==> src/rtl/rv_pipe_pkg.sv <==
// Shared pipeline definitions: control-bit layout of the decoded bundle,
// the decode->execute bundle struct, and small control-field helpers.
package rv_pipe_pkg;

  localparam int unsigned CTRL_W          = 7;
  localparam int unsigned CTRL_RS1_EN     = 0;
  localparam int unsigned CTRL_RS2_EN     = 1;
  localparam int unsigned CTRL_MEMREAD    = 2;
  localparam int unsigned CTRL_ALU_2ND_SRC = 3;
  localparam int unsigned CTRL_JAL        = 4;
  localparam int unsigned CTRL_JALR       = 5;
  localparam int unsigned CTRL_AUIPC      = 6;

  localparam int unsigned DATA_W     = 64;
  localparam int unsigned REG_ADDR_W = 5;

  // Decoded instruction bundle at the default widths; shared with operand select.
  typedef struct packed {
    logic [CTRL_W-1:0]     ctrl;
    logic [REG_ADDR_W-1:0] rd;
    logic [REG_ADDR_W-1:0] rs1_addr;
    logic [REG_ADDR_W-1:0] rs2_addr;
    logic [DATA_W-1:0]     rs1;
    logic [DATA_W-1:0]     rs2;
    logic [DATA_W-1:0]     pc;
    logic [DATA_W-1:0]     imme;
  } id_ex_bundle_t;

  // True when the control word describes a memory load.
  function automatic logic ctrl_is_mem_read(input logic [CTRL_W-1:0] ctrl);
    return ctrl[CTRL_MEMREAD];
  endfunction

endpackage

==> src/rtl/pipe_skid_buf.sv <==
// Generic two-entry skid buffer (main + skid) with valid/ready on both
// sides and a synchronous flush. The main entry drives the outputs directly,
// so out_valid/out_data are registered. in_ready depends only on state and
// the external hold request, never on out_ready.
module pipe_skid_buf #(
  parameter int unsigned WIDTH = 8
) (
  input  logic             clk,
  input  logic             rst,
  input  logic             flush,
  input  logic             hold,
  input  logic             in_valid,
  output logic             in_ready,
  input  logic [WIDTH-1:0] in_data,
  output logic             out_valid,
  input  logic             out_ready,
  output logic [WIDTH-1:0] out_data
);

  logic             main_valid_r;
  logic             skid_valid_r;
  logic [WIDTH-1:0] main_data_r;
  logic [WIDTH-1:0] skid_data_r;
  logic             accept_s;
  logic             main_free_s;

  assign in_ready    = !skid_valid_r && !hold;
  assign accept_s    = in_valid && in_ready;
  assign main_free_s = !main_valid_r || out_ready;
  assign out_valid   = main_valid_r;
  assign out_data    = main_data_r;

  // Main/skid state update; flush dominates, skid drains before new input.
  always_ff @(posedge clk or posedge rst) begin
    if (rst) begin
      main_valid_r <= 1'b0;
      skid_valid_r <= 1'b0;
      main_data_r  <= {WIDTH{1'b0}};
      skid_data_r  <= {WIDTH{1'b0}};
    end else if (flush) begin
      main_valid_r <= 1'b0;
      skid_valid_r <= 1'b0;
    end else if (main_free_s) begin
      if (skid_valid_r) begin
        main_data_r  <= skid_data_r;
        main_valid_r <= 1'b1;
        skid_valid_r <= 1'b0;
      end else if (accept_s) begin
        main_data_r  <= in_data;
        main_valid_r <= 1'b1;
      end else begin
        main_valid_r <= 1'b0;
      end
    end else if (accept_s) begin
      skid_data_r  <= in_data;
      skid_valid_r <= 1'b1;
    end else begin
      skid_valid_r <= skid_valid_r;
    end
  end

endmodule

==> src/rtl/id_ex_skid.sv <==
// ID/EX pipeline register with a two-entry skid buffer.
// Optional load-use interlock compiled in with `define ID_EX_LOADUSE_EN:
// a consumer of a load destination is held at the input while the load sits
// in main and for one cycle after it leaves.
module id_ex_skid
  import rv_pipe_pkg::*;
#(
  parameter int unsigned DATA_WIDTH     = 64,
  parameter int unsigned REG_ADDR_WIDTH = 5
) (
  input  logic                      clk_i,
  input  logic                      rst_i,
  input  logic                      flush_i,
  input  logic                      in_valid_i,
  output logic                      in_ready_o,
  input  logic [CTRL_W-1:0]         ctrl_i,
  input  logic [REG_ADDR_WIDTH-1:0] rd_i,
  input  logic [REG_ADDR_WIDTH-1:0] rs1_addr_i,
  input  logic [REG_ADDR_WIDTH-1:0] rs2_addr_i,
  input  logic [DATA_WIDTH-1:0]     rs1_i,
  input  logic [DATA_WIDTH-1:0]     rs2_i,
  input  logic [DATA_WIDTH-1:0]     pc_i,
  input  logic [DATA_WIDTH-1:0]     imme_i,
  output logic                      out_valid_o,
  input  logic                      out_ready_i,
  output logic [CTRL_W-1:0]         ctrl_o,
  output logic [REG_ADDR_WIDTH-1:0] rd_o,
  output logic [REG_ADDR_WIDTH-1:0] rs1_addr_o,
  output logic [REG_ADDR_WIDTH-1:0] rs2_addr_o,
  output logic [DATA_WIDTH-1:0]     rs1_o,
  output logic [DATA_WIDTH-1:0]     rs2_o,
  output logic [DATA_WIDTH-1:0]     pc_o,
  output logic [DATA_WIDTH-1:0]     imme_o
);

  localparam int unsigned PAYLOAD_W = CTRL_W + 3 * REG_ADDR_WIDTH + 4 * DATA_WIDTH;

  logic [PAYLOAD_W-1:0] payload_in_s;
  logic [PAYLOAD_W-1:0] payload_out_s;
  logic                 hazard_s;

  // Flat packing keeps the buffer independent of the parameterised widths.
  assign payload_in_s = {ctrl_i, rd_i, rs1_addr_i, rs2_addr_i, rs1_i, rs2_i, pc_i, imme_i};
  assign {ctrl_o, rd_o, rs1_addr_o, rs2_addr_o, rs1_o, rs2_o, pc_o, imme_o} = payload_out_s;

`ifdef ID_EX_LOADUSE_EN
  logic                      mem_busy_q;
  logic [REG_ADDR_WIDTH-1:0] mem_rd_q;
  logic                      fire_s;
  logic                      main_load_s;
  logic                      hit_main_s;
  logic                      hit_trk_s;

  assign fire_s      = out_valid_o && out_ready_i;
  assign main_load_s = out_valid_o && ctrl_is_mem_read(ctrl_o) &&
                       (rd_o != {REG_ADDR_WIDTH{1'b0}});
  assign hit_main_s  = main_load_s &&
                       ((ctrl_i[CTRL_RS1_EN] && (rs1_addr_i == rd_o)) ||
                        (ctrl_i[CTRL_RS2_EN] && (rs2_addr_i == rd_o)));
  assign hit_trk_s   = mem_busy_q &&
                       ((ctrl_i[CTRL_RS1_EN] && (rs1_addr_i == mem_rd_q)) ||
                        (ctrl_i[CTRL_RS2_EN] && (rs2_addr_i == mem_rd_q)));
  assign hazard_s    = in_valid_i && (hit_main_s || hit_trk_s);

  // Remember a departing load destination for exactly one cycle.
  always_ff @(posedge clk_i or posedge rst_i) begin
    if (rst_i) begin
      mem_busy_q <= 1'b0;
      mem_rd_q   <= {REG_ADDR_WIDTH{1'b0}};
    end else if (flush_i) begin
      mem_busy_q <= 1'b0;
    end else begin
      mem_busy_q <= fire_s && main_load_s;
      if (fire_s && main_load_s) begin
        mem_rd_q <= rd_o;
      end else begin
        mem_rd_q <= mem_rd_q;
      end
    end
  end
`else
  assign hazard_s = 1'b0;
`endif

  pipe_skid_buf #(
    .WIDTH(PAYLOAD_W)
  ) u_skid (
    .clk       (clk_i),
    .rst       (rst_i),
    .flush     (flush_i),
    .hold      (hazard_s),
    .in_valid  (in_valid_i),
    .in_ready  (in_ready_o),
    .in_data   (payload_in_s),
    .out_valid (out_valid_o),
    .out_ready (out_ready_i),
    .out_data  (payload_out_s)
  );

endmodule

==> config.mk <==
export PLATFORM = sky130hd
export DESIGN_NAME = id_ex_skid
export DESIGN_NICKNAME = d
export VERILOG_FILES = /design/src/rtl/rv_pipe_pkg.sv /design/src/rtl/pipe_skid_buf.sv /design/src/rtl/id_ex_skid.sv
export SDC_FILE = /design/constraint.sdc
export NUM_CORES = 1
export LEC_CHECK = 0
export CORE_ASPECT_RATIO = 1.4
export CORE_MARGIN = 3
export CORE_UTILIZATION = 50
export CTS_BUF_LIST = sky130_fd_sc_hd__clkbuf_8
export DETAILED_ROUTE_END_ITERATION = 8
export MAX_ROUTING_LAYER = met4
export PLACE_DENSITY = 0.8
export SLEW_MARGIN = 5
export SYNTH_ARGS = -nofsm -noshare
export SYNTH_HDL_FRONTEND = slang
export SYNTH_SLANG_ARGS = --single-unit
==> constraint.sdc <==
create_clock -name clk_i -period 27.3 [get_ports clk_i]
set_input_delay 5.46 -clock clk_i [delete_from_list [all_inputs] [get_ports clk_i]]
set_output_delay 5.46 -clock clk_i [all_outputs]
set_load 0.01 [all_outputs]
-- After elaboration in Yosys (flattened, before gate mapping)
Index checks and enable logic that the tools add are counted.
- multiplexer cells: 9
- bitwise logic cells: 2
- reduce and logical (&&, ||, !) cells: 9
- operators with widths (operator ; number):
    2-to-1 mux 278 bit ; 2
    2-to-1 mux 1 bit ; 7
    AND reduction 3 bit ; 2
    nonzero test 2 bit ; 2
    nonzero test 3 bit ; 1
    logical NOT 1 bit ; 2
    inverter 1 bit ; 2
    logical AND 1 bit ; 1
    logical OR 1 bit ; 1
- register bits after elaboration: 558
- input port bits: 283
- output and inout bits: 280
- word-level logic and storage cells: 24

-- Longest topological paths before layout
- word-level depth: 6
- gate-level depth with buffers: 6
- mapped depth without buffers: 3

-- Modules after synthesis
From an unflattened synthesis, not the netlist that was laid out.
- cell total of the unflattened synthesis: 1497
- area total of the unflattened synthesis: 24733.7 µm²
- modules (own cells, without submodules) (module ; times used ; cells an instance ; area an instance (µm²) ; sequential area each (µm²)):
    pipe_skid_buf ; 1 ; 1496 ; 24730.0 ; 13963.4
    id_ex_skid ; 1 ; 1 ; 3.8 ; 0.0

-- Worst setup path after synthesis
No wires, ideal clock.
- kind: input to register
- start: input out_ready_i
- end: register u_skid.main_data_r[100] (netlist: u_skid.out_data[100])
- library setup time: 0.125 ns
- arrival time: 6.464 ns
- data required time: 27.175 ns
- path slack: 20.712 ns
- stages: 5
- buffers on the path: 2
- path through: nor2b_2 nor3_4 buf_2 buf_4 mux2_2
- cells in the longest elaborated chain, start to end: 2
- RTL lines (what ; RTL line ; source):
    from (decl) ; id_ex_skid.sv:25 ; input logic out_ready_i,
    logical OR 1 bit ; pipe_skid_buf.sv:29 ; assign main_free_s = !main_valid_r || out_ready;
    AND reduction 3 bit (no source line) ; n/a ;
    to (signal assigned) ; pipe_skid_buf.sv:38 ; main_data_r <= {WIDTH{1'b0}};
    to (signal assigned) ; pipe_skid_buf.sv:45 ; main_data_r <= skid_data_r;
    to (signal assigned) ; pipe_skid_buf.sv:49 ; main_data_r <= in_data;
    to (decl) ; pipe_skid_buf.sv:22 ; logic [WIDTH-1:0] main_data_r;
No other way between the ends.
A chain may end at the register's enable or synchronous reset.

-- Final worst setup path
- start: input in_valid_i
- end: register u_skid.main_data_r[164] (netlist: u_skid.out_data[164])
- cells in the longest elaborated chain, start to end: 3
- RTL lines (what ; RTL line ; source):
    from (decl) ; id_ex_skid.sv:14 ; input logic in_valid_i,
    logical AND 1 bit ; pipe_skid_buf.sv:28 ; assign accept_s = in_valid && in_ready;
    nonzero test 2 bit (no source line) ; n/a ;
    AND reduction 3 bit (no source line) ; n/a ;
No other way between the ends.

==> flow_summary.yaml <==
run_status:
  status: "finished clean"
grt:
  antenna_found_initial: 17
  grt_start_max_net_pins: 141
  track_usage_pct: 23.8
  grt_pass1_vias: 16200
  gr-total-overflow: 0
  grt_pass1_wl_um: 91200
final_layout:
  nFillCells: 3408
  register_area_sq_um: 14000
  drive_above_1_share_pct: 44.7
  final_nets: 2350
  syn2layout_area_growth_pct: 31.8
  multi_input_area_sq_um: 9460
clocking:
  cts_root_buf: "clkbuf_8"
  cts_resized: 0
  cts_tree: "yes"
  cts_made_buffers: 85
  htree_levels: 3
  clkSinkCount: 558
  postCtsHoldBufs: 0
  clkLatencyLatePin_ns: 0.64
  post_cts_buffers: 0
  cts_buffer_depth: 3
  clkSlewWorstSetupHoldPaths_ns: 0.06
critical_path:
  cp.required_ns: 27.81
  slowest_stage: "buf_4"
  crit_path_max_incr_delay_ns: 0.90
  reg2reg_from: "u_skid.skid_valid_r"
  cp.arrival_ns: 9.39
  cp_max_fo: 73
  reg2reg_to: "u_skid.out_data[164]"
  crit_buf_inv: 4
  crit_path_frequent_cell: "buf_4"
  start_kind: "primary input"
  rr_worst_depth: 6
  worstSetupEndpointType: "flop"
  r2r_slack_ns: 22.67
  crit_type: "primary input to flop"
  crit_path_cell_trace: "clkdlybuf4s50_1 -> nor2_1 -> nor3_4 -> buf_4 -> buf_4 -> buf_4 -> mux2_2"
  critPathTopFamily: "buffers and inverters"
placement:
  place_congestion: 0.805
  dp_slack_ns: 17.73
  hpwl_um: 41200
  io_buffers: 562
power_and_ir_drop:
  ir_drop_mv: 0.0528
  powerDensity_nw_per_um2: 72.8
  p_leak_nw: 13.3
  p_total_mw: 2.31
run:
  maxCapViolations: 0
die:
  die_area_sq_um: 50800
  die_x_um: 191
  die_y_um: 266
  ios: 563
  num_rows: 94
  core-area_sq_um: 47300
  start_util_pct: 50.9
logic_synthesis:
  ys_types: 16
  syn_inst: 1493
  syn_avg_cell_area_sq_um: 16.1
  synth_seq_area_share_pct: 58.0
  yosysWarnings: 0
  netlist_top_cells_area: "dfrtp_1, mux2_2, mux2_1"
  netlist.top_cell.by_area: "dfrtp_1"
  synth_fp_nets: 1776
  syn_area_sq_um: 24100
  yosys.area.top_type_share_pct: 58.0
  synth_seq_cells: 558
min_path:
  holdCritPathClass: "flop to flop"
  hold-path-cell-count: 1
  worstHoldStart: "u_skid.skid_data_r[186]"
  hold_end: "u_skid.skid_data_r[186]"
sta:
  setup-violations-final: 0
  setup_tns_ns: 0
  worst_pin_slew_ns: 1.08
  slew_violations: 0
  relSlewSlack_pct: 28.3
  period_minus_slack_ns: 8.88
  fin_crit_sh_pct: 32.5
  setup_ws_ns: 18.42
  rsz0062_at_grt: "no"
  fin_skew_ns: 0.0305
  hold_violations: 0
  whs_ns: 0.489
  fmax_mhz: 113
detailed_routing:
  drtPass1Iterations: 4
  routedWlPerCell_um: 21.5
  wl_um: 59700
  drt_iter0_drc: 489
  vias_per_cell: 5.27
  drc: 0
  drtAntennaViolNets: 0
  vias: 14600
Yosys cell counts:
cell type / number
mux2_2: 811
dfrtp_1: 558
buf_2: 38
buf_4: 25
mux2_1: 23
buf_6: 22
buf_1: 5
inv_1: 2
nor2_1: 2
a21oi_1: 1
clkbuf_1: 1
nand2b_1: 1
nand3_2: 1
nor2b_2: 1
nor3_1: 1
nor3_4: 1
cells by family (layout without fill, tap and decap cells):
group	count (synthesis)	count (layout)	share of synthesized area, %
buffers and inverters	93	729	2.72
AOI/OAI and AO/OA	1	1	0.0208
and+or+nand+nor	7	7	0.224
DFF	558	558	58.0
other	0	18	0
muxes	834	834	39.0
cell usage in the layout (no fill, tap or decap), types with 2 or more instances in the layout:
| cell | Yosys | layout |
|---|---|---|
| inv_8 | 0 | 4 |
| mux2_1 | 23 | 23 |
| clkinv_2 | 0 | 5 |
| dfrtp_1 | 558 | 557 |
| clkbuf_8 | 0 | 106 |
| nor2_1 | 2 | 2 |
| buf_4 | 25 | 16 |
| mux2_2 | 811 | 811 |
| clkdlybuf4s50_1 | 0 | 562 |
| bufinv_16 | 0 | 2 |
| clkinvlp_4 | 0 | 2 |
| diode_2 | 0 | 18 |
| inv_1 | 2 | 31 |
worst max-delay path by stage:
stage / from / end / slack, ns / depth (start not counted)
finish: in_valid_i / u_skid.out_data[164] / 18.42 / 7
global route: rst_i / u_skid.skid_data_r[106] / 18.10 / 5
floorplan: rst_i / u_skid.out_data[0] / 6.24 / 1
detailed placement: in_valid_i / u_skid.out_data[146] / 17.73 / 7
global placement: in_valid_i / u_skid.out_data[141] / 17.74 / 7
CTS: in_valid_i / u_skid.out_data[178] / 18.44 / 7
where the power goes:
group	total, mW	internal, mW	switching, mW	leakage (nW)
combinational	0.515	0.328	0.187	5.64
clock	0.687	0.370	0.318	0.993
sequential	1.11	1.01	0.0946	6.70
flip-flops by register name, summed over array words and instances, names as in the netlist:
register	count
u_skid.skid_data_r	278
u_skid.skid_valid_r	1
u_skid.out_valid	1
u_skid.out_data	278
routing by layer:
metal	GRT usage [%]	vias to the layer above	part of all wire, %
li1	-	6551	-
met1	25.0	7427	36
met2	39.3	484	51
met3	8.16	146	8.5
met4	12.7	0	5.0
met5	-	-	0
per-stage QoR:
stage,cells,area [sq um],util (%)
2_1_floorplan,1493,24100,-
3_3_place_gp,2604,30000,63.4
3_5_place_dp,2604,30000,63.4
4_1_cts,2753,31700,67.0
5_1_grt,2770,31700,67.1
6_report,2771,31700,67.1
layout make-up:
cell class,instances,area share (%)
Antenna cell,18,0.142
Clock buffer,106,4.60
Sequential cell,558,44.0
Multi-Input combinational cell,842,29.8
Inverter,2,0.0473
Timing Repair Buffer,578,18.1
Clock inverter,43,0.805
Tap cell,624,2.46
Note: power is estimated with default switching activity, not from simulation.
